### config.mk
export PLATFORM = sky130hd
export DESIGN_NAME = instr_fetch_unit
export DESIGN_NICKNAME = d
export VERILOG_FILES = /design/src/rtl/cpu_pkg.sv /design/src/rtl/instr_fetch_unit_if_id_reg.sv /design/src/rtl/instr_fetch_unit.sv
export SDC_FILE = /design/constraint.sdc
export NUM_CORES = 1
export LEC_CHECK = 0
export BUFFER_PORTS_ARGS = -buffer_cell sky130_fd_sc_hd__clkbuf_2
export CORE_AREA = 2 2 60 74
export CTS_CLUSTER_SIZE = 8
export DETAILED_ROUTE_END_ITERATION = 8
export DIE_AREA = 0 0 62 76
export GPL_ROUTABILITY_DRIVEN = 0
export GPL_TIMING_DRIVEN = 1
export PLACE_DENSITY = 0.81
export SLEW_MARGIN = 20
export SYNTH_ARGS = -nofsm -noshare
export SYNTH_HDL_FRONTEND = slang
export SYNTH_HIERARCHICAL = 1
export SYNTH_SLANG_ARGS = --single-unit
### constraint.sdc
create_clock -name clk -period 4.25 [get_ports clk]
set_clock_uncertainty 0.2 [all_clocks]
set_input_delay 0.425 -clock clk [delete_from_list [all_inputs] [get_ports clk]]
set_output_delay 0.425 -clock clk [all_outputs]
set_load 0.02 [all_outputs]
### src/rtl/cpu_pkg.sv
// Shared CPU constants and types.
// Fetch-stage opcodes, widths and FSM encoding.
package cpu_pkg;

  localparam int ADDR_W = 5;
  localparam int INSTR_W = 32;

  localparam logic [6:0] OPC_HALT = 7'b1010101;
  localparam logic [31:0] NOP = 32'h0;

  typedef enum logic {
    FS_RUN,
    FS_HALT
  } fetch_state_t;

endpackage

### src/rtl/instr_fetch_unit_if_id_reg.sv
// IF/ID pipeline register.
// Flush beats load beats drain.
module if_id_reg #(
  parameter int AW = 5,
  parameter int IW = 32
) (
  input  logic          clk,
  input  logic          rst_n,
  input  logic          load,
  input  logic          flush,
  input  logic          drain,
  input  logic [IW-1:0] d_instr,
  input  logic [AW-1:0] d_pc,
  output logic          valid,
  output logic [IW-1:0] instr,
  output logic [AW-1:0] pc
);

  always_ff @(posedge clk or negedge rst_n) begin
    if (!rst_n) begin
      valid <= 1'b0;
      instr <= '0;
      pc    <= '0;
    end else if (flush) begin
      valid <= 1'b0;
      instr <= '0;
    end else if (load) begin
      valid <= 1'b1;
      instr <= d_instr;
      pc    <= d_pc;
    end else if (drain) begin
      valid <= 1'b0;
    end
  end

endmodule

### src/rtl/instr_fetch_unit.sv
// Fetch stage: PC, run/halt FSM and IF/ID register.
// Redirect overrides stall and halt.
module instr_fetch_unit
  import cpu_pkg::*;
#(
  parameter int ADDR_W = cpu_pkg::ADDR_W,
  parameter int INSTR_W = cpu_pkg::INSTR_W,
  parameter logic [ADDR_W-1:0] RESET_PC = '0,
  parameter logic [6:0] HALT_OPCODE = cpu_pkg::OPC_HALT
) (
  input  logic               clk,
  input  logic               reset,
  output logic [ADDR_W-1:0]  prog_addr,
  input  logic [INSTR_W-1:0] instruction,
  input  logic               redirect_valid,
  input  logic [ADDR_W-1:0]  redirect_addr,
  input  logic               id_ready,
  output logic               if_valid,
  output logic [INSTR_W-1:0] if_instr,
  output logic [ADDR_W-1:0]  if_pc,
  output logic               halted
);

  fetch_state_t state, state_nxt;
  logic [ADDR_W-1:0] pc, pc_nxt;
  logic accept, is_halt, fetch, drain;

  assign accept = !if_valid || id_ready;
  assign is_halt = instruction[6:0] == HALT_OPCODE;

  always_ff @(posedge clk or negedge reset) begin
    if (!reset) begin
      state <= FS_RUN;
      pc    <= RESET_PC;
    end else begin
      state <= state_nxt;
      pc    <= pc_nxt;
    end
  end

  always_comb begin
    state_nxt = state;
    unique case (1'b1)
      redirect_valid:    state_nxt = FS_RUN;
      fetch && is_halt:  state_nxt = FS_HALT;
      default:           state_nxt = state;
    endcase
  end

  always_comb begin
    fetch  = (state == FS_RUN) && !redirect_valid && accept;
    drain  = (state == FS_HALT) && id_ready;
    pc_nxt = pc;
    unique case (1'b1)
      redirect_valid:    pc_nxt = redirect_addr;
      fetch && !is_halt: pc_nxt = pc + ADDR_W'(1);
      default:           pc_nxt = pc;
    endcase
  end

  assign prog_addr = pc;
  assign halted = (state == FS_HALT);

  if_id_reg #(
    .AW(ADDR_W),
    .IW(INSTR_W)
  ) u_if_id (
    .clk     (clk),
    .rst_n   (reset),
    .load    (fetch),
    .flush   (redirect_valid),
    .drain   (drain),
    .d_instr (instruction),
    .d_pc    (pc),
    .valid   (if_valid),
    .instr   (if_instr),
    .pc      (if_pc)
  );

endmodule

==> impl_metrics.yaml <==
clocking:
  cts_root_buf: "clkbuf_8"
  post_cts.repair.setup_buffers: 0
  cts_buffers: 5
  cts_resized: 0
  clock_path_buffers: 2
  cts.sinks: 44
  ctsHoldBuffers: 0
  cts_tree: "built"
  cts_max_level: 2
  clock_latency_ns: 0.28
  clk_pin_slew_worst_paths_ns: 0.08
global_routing:
  grt_pass1_wl_mm: 6.223
  gr-total-overflow: 0
  grt_use_total_pct: 17.52
  grt_use_met2_pct: 30.31
  grt_pass1_vias: 1394
  grt_start_max_net_pins: 48
  grt-busiest-layer: "met2"
  grt_use_met3_pct: 5.433
  grt_util_met1_pct: 19.82
  antenna_found_initial: 0
hold_path:
  hp-class: "in -> async"
timing:
  period_needed_ns: 1.999
  fin_tns_setup_ns: 0
  finalCritPeriodShare_pct: 47.04
  rsz0062_at_grt: "no"
  tightest_slew_ns: 0.5456
  finalHoldViolCount: 0
  layout_setup_ws_ns: 2.251
  slew_headroom_pct: 63.63
  setup_viol: 0
  max_clock_freq_ghz: 0.5002
  drv_slew: 0
setup_path:
  reg2reg_to: "u_if_id/instr[16]"
  path_class: "reg -> reg"
  r2r.worst_path.cells: 6
  rrSetupSlack_ns: 2.25
  crit_chain: "nand2b_1, nand2_1, nor2_4, buf_4, mux2i_1, nor2_1"
  cp.arrival_ns: 1.95
  crit_path_end_kind: "register"
  required_ns: 4.20
  crit_fanout: 28
  startpoint_type: "register"
  cpPeakStageDelay_ns: 0.46
  slowest_stage: "buf_4"
  r2r-start: "u_if_id/valid"
place:
  dp_slack_ns: 2.082
  io_buffers: 84
  place_area_mm2: 0.002379
  dpl.hpwl_mm: 2.766
cells_and_area:
  final_cell_area_mm2: 0.002469
  area_growth_pct: 27.54
  fillers: 357
  diodes: 0
  layout-drive-gt1-share_pct: 42.51
  layout_commonest_cell: "clkbuf_2"
  mostFrequentLayoutCells: "clkbuf_2, dfrtp_1, nor2_1, mux2i_1"
  nets: 288
pwr:
  power_frac_seq_pct: 50.6
  p_int_w: 0.0006840
  p_leak_nw: 1.362
  irDropWorstVdd_mv: 0.2132
  clockPowerShare_pct: 26.7
  p_comb_share_pct: 22.7
  p_sw_w: 0.0002772
  powerDensity_mw_per_mm2: 389.4
  switching_share_pct: 28.84
routing:
  drcViolationCount: 0
  vias: 1431
  routed_wirelength_mm: 3.804
  wl_per_cell_um: 12.55
  detail-route-antenna-nets: 0
  drt_pre_antenna_iters: 3
  drtIter0Drc: 44
  viasPerCell: 4.723
synth:
  ys.warnings.count: 6
  syn_inst: 162
  yosys_register_bits: 44
  syn_area_per_cell_um2: 11.95
  synthTopCellsByArea: "dfrtp_1, mux2i_1, nor2_1"
  yosysTopAreaCellShare_pct: 56.88
  synth_area_mm2: 0.001936
  synth_cell_type_count: 25
  ys_seq_area_share_pct: 56.88
  yosysTopAreaCell: "dfrtp_1"
  syn_nets: 204
die:
  start_util_pct: 47.60
  coreArea_mm2: 0.004066
  die_area_mm2: 0.004712
  dieHeight_um: 76
  die_w_um: 62
  ios: 85
  fp-row-count: 26
run:
  drv_cap: 0
status:
  status: "finished, final reports clean"
-- power groups by stage --
stage	registers, W	clock network (W)	logic [W]
after floorplan	0.000541	0	0.0000935
after global placement	0.000493	0	0.000218
after detailed placement	0.000495	0	0.000222
after CTS	0.000487	0.000267	0.000222
after global routing	0.000492	0.000285	0.000241
final	0.000486	0.000257	0.000219
-- cells in the mapped netlist, drive strengths merged --
master / n
dfrtp: 44
nor2: 38
mux2i: 32
buf: 7
mux2: 7
inv: 5
and2: 3
clkbuf: 3
nand2: 3
a21oi: 2
a221o: 2
a311oi: 2
and3: 2
nand2b: 2
nand3: 2
a211o: 1
ha: 1
nand4b: 1
nor2b: 1
o211a: 1
o21ai: 1
or3b: 1
xnor2: 1
-- stage by stage --
| step | hold slack, ns | cells | power (W) | util (%) |
|---|---|---|---|---|
| after global routing | 0.03834 | 303 | 0.001018 | 60.71 |
| after detailed placement | 0.2971 | 295 | 0.0007168 | 58.49 |
| after global placement | 0.2946 | 295 | 0.0007111 | 58.49 |
| final | 0.001319 | 303 | 0.0009612 | 60.71 |
| after floorplan | -0.07059 | 162 | 0.0006346 | - |
| after CTS | 0.01779 | 303 | 0.0009757 | 60.71 |
-- kinds of logic after synthesis --
logic type	share of synthesized area [%]
DFF	56.88
and+or+nand+nor	12.48
adders and majority gates	0.6463
xor gates and xnor gates	0.4526
buffers and inverters	4.977
AOI/OAI and AO/OA	3.749
muxes	20.81
-- final cells by class --
type                       count  area [um^2]  area share, %
multi-input combinational    103        745.7          30.21
clock buffer                   8        90.09          3.649
timing repair buffer          87        442.9          17.94
inverter                       5        18.77         0.7603
tap                           56        70.07          2.838
sequential                    44         1101          44.60
-- state kept, by name (all words and copies together) (netlist names) --
name and count:
halted 1, u_if_id/instr 32, u_if_id/pc 5, prog_addr 5
u_if_id/valid 1
-- critical path, delay by kind of cell, from the launching register on --
family | cells | cell delay (ns)
buffers and inverters | 1 | 0.46
AND/OR/NAND/NOR | 4 | 0.54
flip-flops | 1 | 0.40
multiplexers | 1 | 0.26
-- layer usage --
layer | vias up | share of wire, %
met5 | - | 0
met2 | 45 | 51
met3 | 2 | 5.6
li1 | 713 | -
met1 | 671 | 43
met4 | 0 | 0.60
-- how the worst max path moves through the flow --
stage / from / end / cells after the start
final: u_if_id/valid / u_if_id/instr[16] / 6
after global routing: u_if_id/valid / u_if_id/instr[24] / 6
after CTS: u_if_id/valid / u_if_id/instr[16] / 6
after detailed placement: id_ready / u_if_id/instr[16] / 7
after global placement: id_ready / u_if_id/instr[27] / 7
after floorplan: instruction[1] / prog_addr[1] / 5
No activity file was read; power rests on OpenSTA's default activity.
